$ cat config.mk
export PLATFORM = sky130hd
export DESIGN_NAME = ascon_permutation_engine
export DESIGN_NICKNAME = d
export VERILOG_FILES = /design/src/rtl/ascon_pack.sv /design/src/rtl/ascon_round.sv /design/src/rtl/ascon_sbox.sv /design/src/rtl/diffusion_lin.sv /design/src/rtl/ascon_permutation_engine.sv
export SDC_FILE = /design/constraint.sdc
export NUM_CORES = 2
export LEC_CHECK = 0
export BUFFER_PORTS_ARGS = -buffer_cell sky130_fd_sc_hd__buf_4
export CAP_MARGIN = 20
export CELL_PAD_IN_SITES_DETAIL_PLACEMENT = 1
export CELL_PAD_IN_SITES_GLOBAL_PLACEMENT = 1
export CORE_UTILIZATION = 43
export CTS_CLUSTER_DIAMETER = 40
export DETAILED_ROUTE_END_ITERATION = 10
export GPL_ROUTABILITY_DRIVEN = 0
export GPL_TIMING_DRIVEN = 0
export PLACE_DENSITY = 0.81
export SYNTH_ARGS = -nofsm -noshare
export SYNTH_HDL_FRONTEND = slang
export SYNTH_SLANG_ARGS = --single-unit
$ cat constraint.sdc
create_clock -name clock_i -period 13.2 [get_ports clock_i]
set_input_delay 1.32 -clock clock_i [delete_from_list [all_inputs] [get_ports clock_i]]
set_output_delay 1.32 -clock clock_i [all_outputs]
set_load 0.05 [all_outputs]
$ cat src/rtl/ascon_pack.sv
// Shared types and helpers for the ASCON permutation datapath.
// The state word is held as five 64-bit lanes, lane i being x<i>.
package ascon_pack;

  typedef logic [4:0][63:0] type_state;

  // Engine FSM encoding.
  typedef logic [1:0] type_fsm;
  localparam type_fsm FSM_IDLE = 2'd0;
  localparam type_fsm FSM_BUSY = 2'd1;
  localparam type_fsm FSM_DONE = 2'd2;

  localparam logic [3:0] N_ROUNDS_P12 = 4'd12;
  localparam logic [3:0] N_ROUNDS_P8  = 4'd8;
  localparam logic [3:0] N_ROUNDS_P6  = 4'd6;

  // Round constant for absolute round index r (0 = first round of p12).
  function automatic logic [7:0] rc(input logic [3:0] r);
    return 8'hF0 - ({4'h0, r} * 8'h0F);
  endfunction

  function automatic logic rounds_legal(input logic [3:0] n);
    return (n == N_ROUNDS_P12) || (n == N_ROUNDS_P8) || (n == N_ROUNDS_P6);
  endfunction

  function automatic logic [63:0] ror64(input logic [63:0] x, input int unsigned n);
    return (x >> n) | (x << (64 - n));
  endfunction

endpackage

$ cat src/rtl/ascon_round.sv
// One combinational ASCON round: constant addition, substitution, diffusion.
module ascon_round
  import ascon_pack::*;
(
  input  logic [3:0] round_idx,
  input  type_state  x,
  output type_state  y
);

  type_state with_rc;
  type_state after_sbox;

  always_comb begin
    with_rc    = x;
    with_rc[2] = x[2] ^ {56'h0, rc(round_idx)};
  end

  ascon_sbox u_sbox (
    .x (with_rc),
    .y (after_sbox)
  );

  diffusion_lin u_lin (
    .x (after_sbox),
    .y (y)
  );

endmodule

$ cat src/rtl/ascon_sbox.sv
// Bit-sliced 5-bit ASCON S-box applied to all 64 columns of the state.
module ascon_sbox
  import ascon_pack::*;
(
  input  type_state x,
  output type_state y
);

  logic [63:0] a0, a1, a2, a3, a4;
  logic [63:0] t0, t1, t2, t3, t4;
  logic [63:0] b0, b1, b2, b3, b4;

  assign a0 = x[0] ^ x[4];
  assign a1 = x[1];
  assign a2 = x[2] ^ x[1];
  assign a3 = x[3];
  assign a4 = x[4] ^ x[3];

  // Chi-like nonlinear core.
  assign t0 = ~a0 & a1;
  assign t1 = ~a1 & a2;
  assign t2 = ~a2 & a3;
  assign t3 = ~a3 & a4;
  assign t4 = ~a4 & a0;

  assign b0 = a0 ^ t1;
  assign b1 = a1 ^ t2;
  assign b2 = a2 ^ t3;
  assign b3 = a3 ^ t4;
  assign b4 = a4 ^ t0;

  assign y[0] = b0 ^ b4;
  assign y[1] = b1 ^ b0;
  assign y[2] = ~b2;
  assign y[3] = b3 ^ b2;
  assign y[4] = b4;

endmodule

$ cat src/rtl/diffusion_lin.sv
// ASCON linear diffusion layer: each lane XORed with two rotations of itself.
module diffusion_lin
  import ascon_pack::*;
(
  input  type_state x,
  output type_state y
);

  localparam int unsigned ROT_A [5] = '{19, 61, 1, 10, 7};
  localparam int unsigned ROT_B [5] = '{28, 39, 6, 17, 41};

  for (genvar gi = 0; gi < 5; gi++) begin : g_lane
    assign y[gi] = x[gi] ^ ror64(x[gi], ROT_A[gi]) ^ ror64(x[gi], ROT_B[gi]);
  end

endmodule

$ cat src/rtl/ascon_permutation_engine.sv
// Iterative ASCON p^a/p^b engine, UNROLL rounds per clock, start/ready/valid handshake.
// Round indices are absolute (ROUND_MAX-N .. ROUND_MAX-1) so p6/p8 reuse the tail of p12's constants.
module ascon_permutation_engine
  import ascon_pack::*;
#(
  parameter int UNROLL    = 1,
  parameter int ROUND_MAX = 12
) (
  input  logic       clock_i,
  input  logic       reset_i,
  input  logic       start_i,
  input  logic [3:0] nb_rounds_i,
  input  logic       abort_i,
  input  type_state  state_i,
  output type_state  state_o,
  output logic       ready_o,
  output logic       valid_o,
  output logic       err_o
);

  if (!(UNROLL == 1 || UNROLL == 2)) begin : g_bad_unroll
    $error("ascon_permutation_engine: UNROLL must be 1 or 2");
  end
  if (ROUND_MAX < 1 || ROUND_MAX > 15) begin : g_bad_round_max
    $error("ascon_permutation_engine: ROUND_MAX must fit the 4-bit round counter");
  end

  localparam logic [3:0] STEP = 4'(UNROLL);
  localparam logic [3:0] RMAX = 4'(ROUND_MAX);

  type_fsm    fsm_reg, fsm_next;
  type_state  state_reg, state_next;
  logic [3:0] rnd_reg, rnd_next;
  logic       err_reg, err_next;

  logic       n_legal;
  logic [3:0] n_eff;

  type_state  chain [UNROLL+1];

  assign chain[0] = state_reg;

  for (genvar gi = 0; gi < UNROLL; gi++) begin : g_round
    ascon_round u_round (
      .round_idx (rnd_reg + 4'(gi)),
      .x         (chain[gi]),
      .y         (chain[gi+1])
    );
  end

  // Unsupported round counts run the full permutation and are flagged.
  assign n_legal = rounds_legal(nb_rounds_i);
  assign n_eff   = n_legal ? nb_rounds_i : N_ROUNDS_P12;

  always_comb begin
    fsm_next   = fsm_reg;
    state_next = state_reg;
    rnd_next   = rnd_reg;
    err_next   = err_reg;
    case (fsm_reg)
      FSM_BUSY: begin
        if (abort_i) begin
          fsm_next = FSM_IDLE;
        end else begin
          state_next = chain[UNROLL];
          rnd_next   = rnd_reg + STEP;
          if (rnd_reg + STEP == RMAX) begin
            fsm_next = FSM_DONE;
          end
        end
      end
      default: begin
        // IDLE and DONE both accept a start; DONE otherwise falls back to IDLE.
        fsm_next = FSM_IDLE;
        if (start_i) begin
          state_next = state_i;
          rnd_next   = RMAX - n_eff;
          err_next   = ~n_legal;
          fsm_next   = FSM_BUSY;
        end
      end
    endcase
  end

  always_ff @(posedge clock_i or posedge reset_i) begin
    if (reset_i) begin
      fsm_reg   <= FSM_IDLE;
      state_reg <= '0;
      rnd_reg   <= '0;
      err_reg   <= 1'b0;
    end else begin
      fsm_reg   <= fsm_next;
      state_reg <= state_next;
      rnd_reg   <= rnd_next;
      err_reg   <= err_next;
    end
  end

  assign state_o = state_reg;
  assign ready_o = (fsm_reg != FSM_BUSY);
  assign valid_o = (fsm_reg == FSM_DONE);
  assign err_o   = (fsm_reg == FSM_DONE) && err_reg;

endmodule

==> impl_metrics.env <==
export IMPL_cts_setup_buffers=0
export IMPL_grt_setup_unrepaired="no"
export IMPL_worst_setup_path_type="register to register"
export IMPL_report_final_setup_viol=0
export IMPL_grt_pass1_wl_microns=243000
export IMPL_number_of_enable_type_register_cells_in_the_synthesized_netlist=0
export IMPL_hold_viol=0
export IMPL_critical_path_n_buffers_inverters=2
export IMPL_final_cells=4649
export IMPL_vias=31000
export IMPL_timing_critical_path_from_type="register"
export IMPL_mappedNetlistArea_sq_um=28700
export IMPL_drt_initial_drc_count=5087
export IMPL_violated_checks="design-rule violations, max-capacitance violations, max-slew violations"
export IMPL_die_area_sq_um=67800
export IMPL_leading_cell_type_in_the_layout_fill_and_taps_excluded="xnor2_1"
export IMPL_num_io_pins=651
export IMPL_max_cap_violations=4
export IMPL_timing_final_max_slew_violations=13
export IMPL_finalCriticalPeriod_ps=5700
export IMPL_cts_sink_count=327
export IMPL_total_placed_cells_including_tap_cells=4488
export IMPL_max_slew_margin_pct=-30.8
export IMPL_crit_path_dat_ps=6180
export IMPL_grt_ovfl_total=0
export IMPL_row_count=94
export IMPL_fp_dieH_microns=260
export IMPL_timing_critical_path_slowest_cell_delay_ps=780
export IMPL_clk_transition_reported_paths_ps=50
export IMPL_clock_tree_buffer_depth=3
export IMPL_pre_cts_slack_ps=7940
export IMPL_run_status="finished, violations left"
export IMPL_setup_tns_ps=0
export IMPL_floorplan_initialDensity_pct=43.6
export IMPL_ys_warn_count=0
export IMPL_timing_hold_worst_class="register to register"
export IMPL_nNetsFinal=4198
export IMPL_ys_seq_elements=327
export IMPL_cts_root_buffer_cell="clkbuf_16"
export IMPL_detailedPlacementHpwl_microns=140000
export IMPL_final_cell_mix="xnor2_1 (693), buf_4 (673), dfrtp_1 (327), a21oi_1 (268), nand2_1 (223)"
export IMPL_cts_hold_repair_buffers=0
export IMPL_gr_usage_all_layers_pct=52.8
export IMPL_min_period_over_period_pct=43.2
export IMPL_reg2reg_setup_slack_ps=7500
export IMPL_crit_slowest_cell="xor2_1"
export IMPL_routed_via_density=6.67
export IMPL_cts_inserted_buffers=69
export IMPL_numPortBuffers=650
export IMPL_area_growth_pct=30.6
export IMPL_predominant_post_synthesis_flop_cell="dfrtp_1"
export IMPL_crit_family="XOR/XNOR gates"
export IMPL_standard_cell_core_area_sq_um=65900
export IMPL_worst_endpoint_required_ps=13680
export IMPL_die_w_microns=260
export IMPL_clock_latency_ps=650
export IMPL_fmax_mhz=175
export IMPL_synth_distinct_cells=49
export IMPL_drt_pre_antenna_iters=11
export IMPL_drt_wirelength_per_cell_microns=39.8
export IMPL_timing_critical_path_to_type="register"
export IMPL_timing_clock_skew_ps=33.2
export IMPL_vias_in_the_first_global_route=30600
export IMPL_final_setup_worst_slack_ps=7500
export IMPL_antenna_found_initial=23
export IMPL_timing_critical_path_fanout_max=6
export IMPL_timing_worst_slew_pin_value_ps=1950
export IMPL_async_reset_ff_share_pct=100
export IMPL_design_area_sq_um=37500
export IMPL_totalWireLength_microns=185000
export IMPL_synth_net_count=3444
export IMPL_cp_cell_sequence="inv_1 > fa_1 > ha_1 > inv_1 > ha_1 > fa_1 > xor2_1 > ha_1 > xor2_1 > xnor2_1 > xor2_1 > xnor2_1 > a21oi_1"
export IMPL_drc_errors=3
export IMPL_post_cts_resized_instances=0
export IMPL_synth_area_per_cell_sq_um=9.69
export IMPL_largest_reg_flops=320
export IMPL_h_tree_depth=3
export IMPL_layout_drive_gt1_share_pct=22.6
export IMPL_place_area_sq_um=34800
export IMPL_postSynthCellCount=2964
export IMPL_tritoncts="yes"
export IMPL_seq_total_area_yosys_pct=28.5
export IMPL_grt_max_degree=107
export IMPL_final_ant_viol_nets=0
## Yosys cell counts (25+ instances only)
library cell  number  area share [%]
xor2_1           220             6.7
ha_1             148             6.5
o22ai_1          187             4.1
dfrtp_1          327              29
o21ai_0           69             1.2
nor2_1            93             1.2
o221ai_1          29            0.88
inv_1            194             2.5
xnor2_1          708              22
clkbuf_1          84             1.1
mux2i_1           61             2.1
a21oi_1          268             4.7
nand2_1          223             2.9
xnor3_1           93             7.3
xor3_1            25             2.1
maj3_1            48             1.7
a31oi_1           27            0.59
## worst reg2reg max path, stage by stage, from the launching register on
cell,delay [ps]
dfrtp_1,460
inv_1,240
fa_1,460
ha_1,280
inv_1,40
ha_1,300
fa_1,500
xor2_1,540
ha_1,380
xor2_1,730
xnor2_1,490
xor2_1,780
xnor2_1,230
a21oi_1,110
## cell type report
class / count / area [sq um]
Fill cell: 7483 / 28400
Multi-Input combinational cell: 2320 / 19400
Sequential cell: 327 / 8180
Timing Repair Buffer: 683 / 5250
Clock buffer: 81 / 1850
Tap cell: 864 / 1080
Inverter: 195 / 739
Buffer: 122 / 514
Clock inverter: 40 / 445
Antenna cell: 17 / 42.5
## cell families (layout without fill, tap and decap cells)
logic type               Yosys count  count (layout)  share of synthesized area [%]
adder cells (fa/ha/maj)          204             204                           8.56
XOR/XNOR                        1054            1054                           38.1
multiplexers                      63              63                           2.21
other                              1              18                         0.0131
AND/OR/NAND/NOR                  337             337                           4.58
buffers and inverters            317            1121                           4.34
AO/OA/AOI/OAI                    661             661                           13.7
flip-flops                       327             327                           28.5
## per-stage QoR
step                      hold WS, ps  utilization [%]
after floorplan                   442                -
after global placement            462             52.6
after detailed placement          486             52.9
after CTS                         496             56.4
after global routing              544             56.9
final                             483             56.9
## worst paths after layout
check                                     to        from  cells past startpoint
max in group asynchronous       state_o[252]     reset_i                      4
worst max register to register  state_o[249]  rnd_reg[2]                     13
worst max-delay path            state_o[249]  rnd_reg[2]                     13
worst min-delay path                 err_reg     err_reg                      2
worst min register to register       err_reg     err_reg                      2
min in group asynchronous        state_o[76]     reset_i                      2
## layer usage
| metal | routed length [microns] | GRT usage (%) | vias up | share of wire, % |
|---|---|---|---|---|
| li1 | - | - | 11600 | - |
| met1 | 59700 | 56.6 | 15200 | 32 |
| met2 | 72700 | 72.7 | 3041 | 39 |
| met3 | 30500 | 30.2 | 1184 | 16 |
| met4 | 21600 | 47.5 | 32 | 12 |
| met5 | 453 | 4.77 | - | 0.24 |
Power is left out: the tool's default activity adds up to more than one toggle a clock period on the data nets, which glitch-free logic cannot reach.
